$ cat src/rtl/jk_bank_arbiter.sv
// Round-robin arbiter that applies masked SET/CLEAR/TOGGLE/READ
// commands from two requesters to a shared JK flip-flop bank.
module jk_bank_arbiter #(
  parameter int WIDTH = 4
) (
  input  logic             clk,
  input  logic             reset,
  input  logic             req0_valid,
  input  logic [1:0]       req0_op,
  input  logic [WIDTH-1:0] req0_mask,
  output logic             req0_ready,
  input  logic             req1_valid,
  input  logic [1:0]       req1_op,
  input  logic [WIDTH-1:0] req1_mask,
  output logic             req1_ready,
  output logic             jk_en,
  output logic [WIDTH-1:0] jk_j,
  output logic [WIDTH-1:0] jk_k,
  input  logic [WIDTH-1:0] q_in,
  output logic             done,
  output logic             done_id,
  output logic [WIDTH-1:0] q_out,
  output logic             err
);

  typedef enum logic [1:0] {
    IDLE,
    APPLY,
    CHECK
  } state_t;

  localparam logic [1:0] OP_READ = 2'b00;
  localparam logic [1:0] OP_SET  = 2'b01;
  localparam logic [1:0] OP_CLR  = 2'b10;
  localparam logic [1:0] OP_TOG  = 2'b11;

  state_t           state_q, state_d;
  logic             last_q, last_d;
  logic [1:0]       op_q, op_d;
  logic [WIDTH-1:0] mask_q, mask_d;
  logic             id_q, id_d;
  logic [WIDTH-1:0] qpre_q, qpre_d;
  logic             en_q, en_d;
  logic [WIDTH-1:0] j_q, j_d;
  logic [WIDTH-1:0] k_q, k_d;
  logic             done_q, done_d;
  logic             did_q, did_d;
  logic [WIDTH-1:0] qout_q, qout_d;
  logic             err_q, err_d;

  logic             gnt_any;
  logic             gnt_id;
  logic [1:0]       sel_op;
  logic [WIDTH-1:0] sel_mask;
  logic [WIDTH-1:0] expected;

  // last_q holds the requester served most recently; ties go to the other
  always_comb begin
    gnt_any = req0_valid | req1_valid;
    if (req0_valid && req1_valid) gnt_id = ~last_q;
    else                          gnt_id = req1_valid;
    sel_op   = gnt_id ? req1_op   : req0_op;
    sel_mask = gnt_id ? req1_mask : req0_mask;
  end

  assign req0_ready = (state_q == IDLE) & gnt_any & ~gnt_id;
  assign req1_ready = (state_q == IDLE) & gnt_any &  gnt_id;

  always_comb begin
    unique case (op_q)
      OP_SET:  expected = qpre_q | mask_q;
      OP_CLR:  expected = qpre_q & ~mask_q;
      OP_TOG:  expected = qpre_q ^ mask_q;
      default: expected = qpre_q;
    endcase
  end

  always_comb begin
    state_d = state_q;
    last_d  = last_q;
    op_d    = op_q;
    mask_d  = mask_q;
    id_d    = id_q;
    qpre_d  = qpre_q;
    en_d    = 1'b0;
    j_d     = '0;
    k_d     = '0;
    done_d  = 1'b0;
    did_d   = did_q;
    qout_d  = qout_q;
    err_d   = err_q;
    unique case (state_q)
      IDLE: begin
        if (gnt_any) begin
          state_d = APPLY;
          last_d  = gnt_id;
          op_d    = sel_op;
          mask_d  = sel_mask;
          id_d    = gnt_id;
          qpre_d  = q_in;
          unique case (sel_op)
            OP_SET: begin
              en_d = 1'b1;
              j_d  = sel_mask;
            end
            OP_CLR: begin
              en_d = 1'b1;
              k_d  = sel_mask;
            end
            OP_TOG: begin
              en_d = 1'b1;
              j_d  = sel_mask;
              k_d  = sel_mask;
            end
            default: ;
          endcase
        end
      end
      APPLY: state_d = CHECK;
      CHECK: begin
        state_d = IDLE;
        done_d  = 1'b1;
        did_d   = id_q;
        qout_d  = q_in;
        err_d   = (q_in != expected);
      end
      default: state_d = IDLE;
    endcase
  end

  always_ff @(posedge clk or negedge reset) begin
    if (!reset) begin
      state_q <= IDLE;
      last_q  <= 1'b1;
      op_q    <= OP_READ;
      mask_q  <= '0;
      id_q    <= 1'b0;
      qpre_q  <= '0;
      en_q    <= 1'b0;
      j_q     <= '0;
      k_q     <= '0;
      done_q  <= 1'b0;
      did_q   <= 1'b0;
      qout_q  <= '0;
      err_q   <= 1'b0;
    end else begin
      state_q <= state_d;
      last_q  <= last_d;
      op_q    <= op_d;
      mask_q  <= mask_d;
      id_q    <= id_d;
      qpre_q  <= qpre_d;
      en_q    <= en_d;
      j_q     <= j_d;
      k_q     <= k_d;
      done_q  <= done_d;
      did_q   <= did_d;
      qout_q  <= qout_d;
      err_q   <= err_d;
    end
  end

  assign jk_en   = en_q;
  assign jk_j    = j_q;
  assign jk_k    = k_q;
  assign done    = done_q;
  assign done_id = did_q;
  assign q_out   = qout_q;
  assign err     = err_q;

endmodule
$ cat config.mk
export PLATFORM = sky130hd
export DESIGN_NAME = jk_bank_arbiter
export DESIGN_NICKNAME = d
export VERILOG_FILES = /design/src/rtl/jk_bank_arbiter.sv
export SDC_FILE = /design/constraint.sdc
export NUM_CORES = 1
export LEC_CHECK = 0
export ABC_CLOCK_PERIOD_IN_PS = 3590
export CAP_MARGIN = 20
export CORE_ASPECT_RATIO = 1.2
export CORE_UTILIZATION = 49
export DETAILED_ROUTE_END_ITERATION = 8
export GPL_TIMING_DRIVEN = 0
export PLACE_DENSITY = 0.8
export SYNTH_ARGS = -nofsm -noshare
export SYNTH_HDL_FRONTEND = slang
export SYNTH_SLANG_ARGS = --single-unit
export TNS_END_PERCENT = 20
$ cat constraint.sdc
create_clock -name clk -period 3.59 [get_ports clk]
set_clock_uncertainty 0.1 [all_clocks]
set_input_delay 0.718 -clock clk [delete_from_list [all_inputs] [get_ports clk]]
set_output_delay 0.718 -clock clk [all_outputs]
set_load 0.005 [all_outputs]
==> out/qor.yml, run 1 <==
status:
  status: "completed"
synthesis:
  ys_ff_latch: 30
  syn_inst: 144
  yosysMostFrequentCell: "dfrtp_1"
  yosysUniqueCellTypes: 30
  synth-simple-area-share_pct: 15.2
  synth_xor_area_share_pct: 4.74
  synth_fa_ha_area_share_pct: 6.77
  synthArstFlopShare_pct: 100
  ys_warn_count: 0
  synth.top_cells.by_area: "dfrtp_1 (49%), nand2_1 (6.9%), ha_1 (6.8%), mux2i_1 (6.1%), nand3_1 (3.4%)"
  synth_top_family_by_area: "simple AND/OR/NAND/NOR gates"
  synth_edf_count: 0
  yosysTopAreaCell: "dfrtp_1"
  netlist_area_um2: 1480
  synth_common_cells: "dfrtp_1 (29), nand2_1 (27), nand3_1 (10)"
  ys_seq_area_share_pct: 50.9
  synth-compound-area-share_pct: 8.47
  synth-main-ff-cell: "dfrtp_1"
  muxShareOfSynthArea_pct: 9.14
  synth_top_area_share_pct: 49.1
  syn_nets: 172
  syn_area_per_cell_um2: 10.3
clocking:
  post-cts-setup-buffers: 0
  cts_htree_levels: 2
  clockBufferDepth: 2
  cts_root_buf: "clkbuf_4"
  postCtsResizedCells: 0
  tritoncts: "built"
  cts_sinks: 30
  worst_setup_hold_path_clk_slew_ns: 0.09
  clk_latency_ns: 0.34
  holdBufCountCts: 0
  cts_buffers: 5
placed_design:
  gp_congestion: 0.773
  hpwlAfterDp_um: 2380
  post_dp_cell_area_um2: 1920
  port_buffers: 37
routing:
  ant_nets: 0
  drc: 0
  post_drt_wl_per_cell_um: 13.8
  dr.pass1.iters: 4
  drtIter0Drc: 28
  wl_um: 3100
  via_count: 1178
  vias_per_cell: 5.26
setup_path:
  cp_max_fo: 7
  path_class: "in2out"
  critPathArrivalTime_ns: 2.40
  cp_common_cell: "clkdlybuf4s50_1"
  path_cells: "clkdlybuf4s50_1 > nand2_1 > nor3_1 > clkdlybuf4s50_1"
  start_kind: "input port"
  cp_data_required_time_ns: 2.77
  worstSetupEndpointType: "output port"
  cpPeakStageDelay_ns: 0.58
  slowest_stage: "clkdlybuf4s50_1"
hold_path:
  hp-class: "reg2reg"
sta:
  holdWs_ns: 0.380
  hold_viol_final: 0
  drv_slew: 0
  post-route-period-util_pct: 89.6
  tightest_slew_ns: 0.690
  relSlewSlack_pct: 53.9
  max_freq_mhz: 311
  setup_tns_ns: 0
  finalSetupViolCount: 0
  rsz0062_at_grt: "no"
  fin_crit_ns: 3.22
die:
  num_rows: 21
  die_area_um2: 3240
  die_w_um: 52.1
  start_util_pct: 52.1
  ios: 38
  core_area_um2: 2840
  die_y_um: 62.2
global_route:
  overflow: 0
  grt_pass1_vias: 1222
  grt_max_degree: 19
  grt_pass1_wl_um: 5420
  antenna_found_initial: 0
  track_usage_pct: 23.0
layout:
  final_area_um2: 2000
  area_growth_pct: 35.1
  antenna_cells: 0
  fill_cells: 209
  layout-drive-gt1-share_pct: 13.7
  fin_nets: 217
job:
  maxCapViolations: 0
power_and_ir_drop:
  p_total_uw: 1550
  p_per_area_nw_per_um2: 777
  cellLeakagePower_uw: 0.000935
  vdd_ir_drop_max_mv: 0.431
## per-stage QoR
stage | setup WS (ns) | instances | utilization, %
2_1_floorplan | 1.56 | 144 | -
3_3_place_gp | 0.445 | 215 | 66.6
3_5_place_dp | 0.402 | 216 | 67.6
4_1_cts | 0.385 | 224 | 70.4
5_1_grt | 0.311 | 224 | 70.4
6_report | 0.372 | 224 | 70.4
## final timing paths
check                      startpoint         end  slack (ns)  cells after the start
max reg2reg                 qpre_q[2]         err        1.95                      7
min in group asynchronous       reset    q_out[1]        0.69                      1
min                           done_id     done_id        0.38                      2
min reg2reg                   done_id     done_id        0.38                      2
max in group asynchronous       reset     jk_j[3]        2.17                      2
max                        req1_valid  req1_ready        0.37                      4
## area by class of cell
type	count	area, um^2	share of cell area [%]
sequential	30	752	37.7
buffer	5	32.5	1.63
tap	34	42.5	2.13
inverter	10	37.5	1.88
clock buffer	8	78.8	3.95
timing repair buffer	38	398	19.9
multi-input combinational	99	656	32.8
## placed cells by master (no fill, tap or decap), drive strengths merged
| master | synthesis | routed |
|---|---|---|
| clkdlybuf4s50 | 0 | 37 |
| dfrtp | 29 | 29 |
| nand2 | 28 | 28 |
| o21ai | 11 | 11 |
| nand3 | 10 | 10 |
| inv | 10 | 10 |
| mux2i | 9 | 9 |
| clkbuf | 1 | 9 |
| ha | 8 | 8 |
| nor2 | 7 | 7 |
| a21oi | 5 | 5 |
| buf | 4 | 5 |
| mux2 | 4 | 4 |
| xnor2 | 4 | 4 |
| xor2 | 4 | 4 |
| a21o | 2 | 2 |
| and2 | 1 | 1 |
| a32oi | 1 | 1 |
| nand2b | 1 | 1 |
| nor3 | 1 | 1 |
| nor2b | 1 | 1 |
| nor4 | 1 | 1 |
| o22ai | 1 | 1 |
| dfstp | 1 | 1 |
## metal layers
layer  GRT usage (%)  vias up  share of wire [%]
li1                -      572                  -
met1            27.3      568                 42
met2            36.2       33                 50
met3            8.58        5                5.7
met4            10.5        0                1.8
met5               0        -                  0
## cell families (layout without fill, tap and decap cells)
| group | Yosys count | after routing |
|---|---|---|
| AO/OA/AOI/OAI | 20 | 20 |
| XOR/XNOR | 8 | 8 |
| adder cells (fa/ha/maj) | 8 | 8 |
| buffers and inverters | 15 | 61 |
| flip-flops | 30 | 30 |
| multiplexers | 13 | 13 |
| AND/OR/NAND/NOR | 50 | 50 |
## state kept, by name (all words and copies together) (netlist names)
signal	cells
op_q	2
done	1
jk_j	4
mask_q	4
jk_en	1
err	1
last_q	1
id_q	1
state_q	2
done_id	1
q_out	4
jk_k	4
qpre_q	4
## worst max-delay path, delay by kind of cell
| kind | cells | cell delay [ns] |
|---|---|---|
| buffers and inverters | 2 | 1.09 |
| and+or+nand+nor | 2 | 0.60 |
## where the power goes
group	leakage (uW)	total, uW	switching (uW)	internal [uW]
combinational	0.000517	729	356	373
sequential	0.000374	575	95.5	479
clock	0.0000446	248	114	134
No activity file was read; power rests on OpenSTA's default activity.
==> inputs of run 2 (changes only) <==
--- a/config.mk
+++ b/config.mk
@@ -5,13 +5,13 @@
 export SDC_FILE = /design/constraint.sdc
 export NUM_CORES = 1
 export LEC_CHECK = 0
-export ABC_CLOCK_PERIOD_IN_PS = 3590
+export ABC_CLOCK_PERIOD_IN_PS = 3000
 export CAP_MARGIN = 20
 export CORE_ASPECT_RATIO = 1.2
-export CORE_UTILIZATION = 49
+export CORE_UTILIZATION = 48
 export DETAILED_ROUTE_END_ITERATION = 8
 export GPL_TIMING_DRIVEN = 0
-export PLACE_DENSITY = 0.8
+export PLACE_DENSITY = 0.79
 export SYNTH_ARGS = -nofsm -noshare
 export SYNTH_HDL_FRONTEND = slang
 export SYNTH_SLANG_ARGS = --single-unit
==> constraint.sdc (replaced) <==
create_clock -name clk -period 3 [get_ports clk]
set_clock_uncertainty 0.1 [all_clocks]
set_input_delay 0.45 -clock clk [delete_from_list [all_inputs] [get_ports clk]]
set_output_delay 0.45 -clock clk [all_outputs]
set_load 0.005 [all_outputs]
==> run 2 against run 1 <==
Net effect: cell area down 0.94%; non-clock buffer count unchanged; via count down 2.6%; critical endpoint unchanged; first-iteration DRC count down 25%; clock power about the same; utilization down 1.3 points; sequential cell count unchanged; clock-buffer cell count down 1; sequential share of layout area up 0.36 points; global-route usage down 0.51 points; cell count unchanged.
==> out/qor.yml, run 2 (synthesis results as in run 1) <==
status:
  status: "completed"
setup_path:
  path_class: "in2out"
  cp_data_required_time_ns: 2.45  # -0.32 ns
  worstSetupEndpointType: "output port"
  start_kind: "input port"
  startpoint: "req0_valid"
  ff2ff_path_depth: 5  # -2
  rr_startpoint: "last_q"
  slowest_stage: "clkdlybuf4s50_1"
  rrSetupSlack_ns: 1.35  # -0.60 ns
  path_cells: "clkdlybuf4s50_1 > nand2_1 > nand2_1 > nor3_1 > clkdlybuf4s50_1"
  cpLargestDelayFamily: "buffers and inverters"
  reg2reg_to: "jk_en"
  cp_max_fo: 7  # unchanged
  critPathArrivalTime_ns: 2.08  # -0.32 ns
  timing.critical_path.buf_inv: 2  # unchanged
  cpPeakStageDelay_ns: 0.57  # about the same
layout:
  final_cell_mix: "clkdlybuf4s50_1 (37), dfrtp_1 (29), nand2_1 (27)"
  fin_nets: 217  # unchanged
  seq_area_um2: 752  # unchanged
  final_area_um2: 1980  # -0.94%
  multi_input_area_um2: 656  # unchanged
  fill_cells: 224  # +7.2%
  antenna_cells: 0  # unchanged
  final_common_cell: "clkdlybuf4s50_1"
  layout-drive-gt1-share_pct: 13.2  # -0.53 points
  area_growth_pct: 33.9
sta:
  rsz0062_at_grt: "no"
  finalSetupViolCount: 0  # unchanged
  holdWs_ns: 0.373  # -0.00613 ns
  setup_tns_ns: 0  # unchanged
  post-route-period-util_pct: 87.7
  max_freq_mhz: 380
  tightest_slew_ns: 0.573  # -0.117 ns
  drv_slew: 0  # unchanged
  fin_crit_ns: 2.63
  relSlewSlack_pct: 61.7  # +7.8 points
  hold_viol_final: 0  # unchanged
global_route:
  grt_max_degree: 22  # +3
  antenna_found_initial: 0  # unchanged
  overflow: 0  # unchanged
  grt_pass1_vias: 1248  # +2.1%
  grt_pass1_wl_um: 5380  # -0.76%
  track_usage_pct: 22.5  # -0.51 points
clocking:
  clockBufferDepth: 2  # unchanged
  post-cts-setup-buffers: 0  # unchanged
  postCtsResizedCells: 0  # unchanged
  worst_setup_hold_path_clk_slew_ns: 0.09  # about the same
  cts_sinks: 30  # unchanged
  cts_htree_levels: 2  # unchanged
  tritoncts: "built"
  cts_root_buf: "clkbuf_4"
  cts_buffers: 5  # unchanged
  holdBufCountCts: 0  # unchanged
  clk_latency_ns: 0.33  # about the same
routing:
  drc: 0  # unchanged
  dr.pass1.iters: 5  # +1
  drtIter0Drc: 21  # -25%
  post_drt_wl_per_cell_um: 13.5  # -2.4%
  via_count: 1147  # -2.6%
  vias_per_cell: 5.12  # -2.6%
  ant_nets: 0  # unchanged
  wl_um: 3030  # -2.4%
power_and_ir_drop:
  p_int_uw: 1130  # +15%
  p_clk_share_pct: 13.9  # -2.1 points
  power_frac_comb_pct: 47.9  # +0.9 points
  p_per_area_nw_per_um2: 912  # +17%
  p_sw_share_pct: 37.2  # +0.74 points
  p_seq_share_pct: 38.2  # +1.1 points
  cellLeakagePower_uw: 0.000926  # -0.99%
  p_total_uw: 1800  # +16%
  p_sw_uw: 671  # +19%
  vdd_ir_drop_max_mv: 0.660  # +53%
die:
  start_util_pct: 51.6  # -0.48 points
  die_w_um: 52.7  # +1.0%
  die_y_um: 62.8  # +1.0%
  core_area_um2: 2860  # +0.93%
  num_rows: 21  # unchanged
  die_area_um2: 3310  # +2.0%
  ios: 38  # unchanged
placed_design:
  post_dp_cell_area_um2: 1920  # unchanged
  port_buffers: 37  # unchanged
  hpwlAfterDp_um: 2360  # -0.68%
  gp_congestion: 0.796  # +3.0%
job:
  maxCapViolations: 0  # unchanged
hold_path:
  hp-class: "in2async"
[run 2: cell types whose count changed in the layout (fill, tap and decap cells not counted)]
cell	change
clkbuf_8	-2
clkinv_2	+1
clkbuf_1	+1
[run 2: per-layer routing]
metal | track usage (%) | routed length (um)
met1 | 27.1 | 1240
met2 | 37.0 | 1640
met5 | 0 | 0
met4 | 10.9 | 66
met3 | 4.62 | 80
[run 2: cell type report]
cell class	count	area share (%)
Sequential cell	30	38.0
Multi-Input combinational cell	99	33.1
Timing Repair Buffer	38	20.1
Clock buffer	7	2.78
Tap cell	34	2.15
Inverter	10	1.90
Buffer	5	1.64
Clock inverter	1	0.253
[run 2: worst register-to-register path: cells and delay by family, from the launching register on]
family / cells / cell delay [ns]
flip-flops: 1 / 0.55
AO/OA/AOI/OAI: 2 / 0.48
AND/OR/NAND/NOR: 2 / 0.22
buffers and inverters: 1 / 0.17
[run 2: worst max-delay path by stage]
stage                     depth (start not counted)  slack [ns]          to
after floorplan                                   4        1.45  req0_ready
after global routing                              5        0.29  req1_ready
final                                             5        0.37  req1_ready
after detailed placement                          4        0.37  req1_ready
after global placement                            4        0.41  req1_ready
after CTS                                         4        0.36  req1_ready
[run 2: through the flow]
step	worst slack, ns	std cells	util [%]
after floorplan	1.45	144	-
after global placement	0.406	215	66.0
after detailed placement	0.370	216	67.0
after CTS	0.358	224	69.1
after global routing	0.287	224	69.1
final	0.369	224	69.1
[run 2: power by group through the flow]
stage	clock (uW)	combinational, uW	sequential (uW)
after CTS	259	879	690
after global routing	281	968	710
final	251	865	689
after detailed placement	0	874	698
after floorplan	0	547	679
after global placement	0	834	684
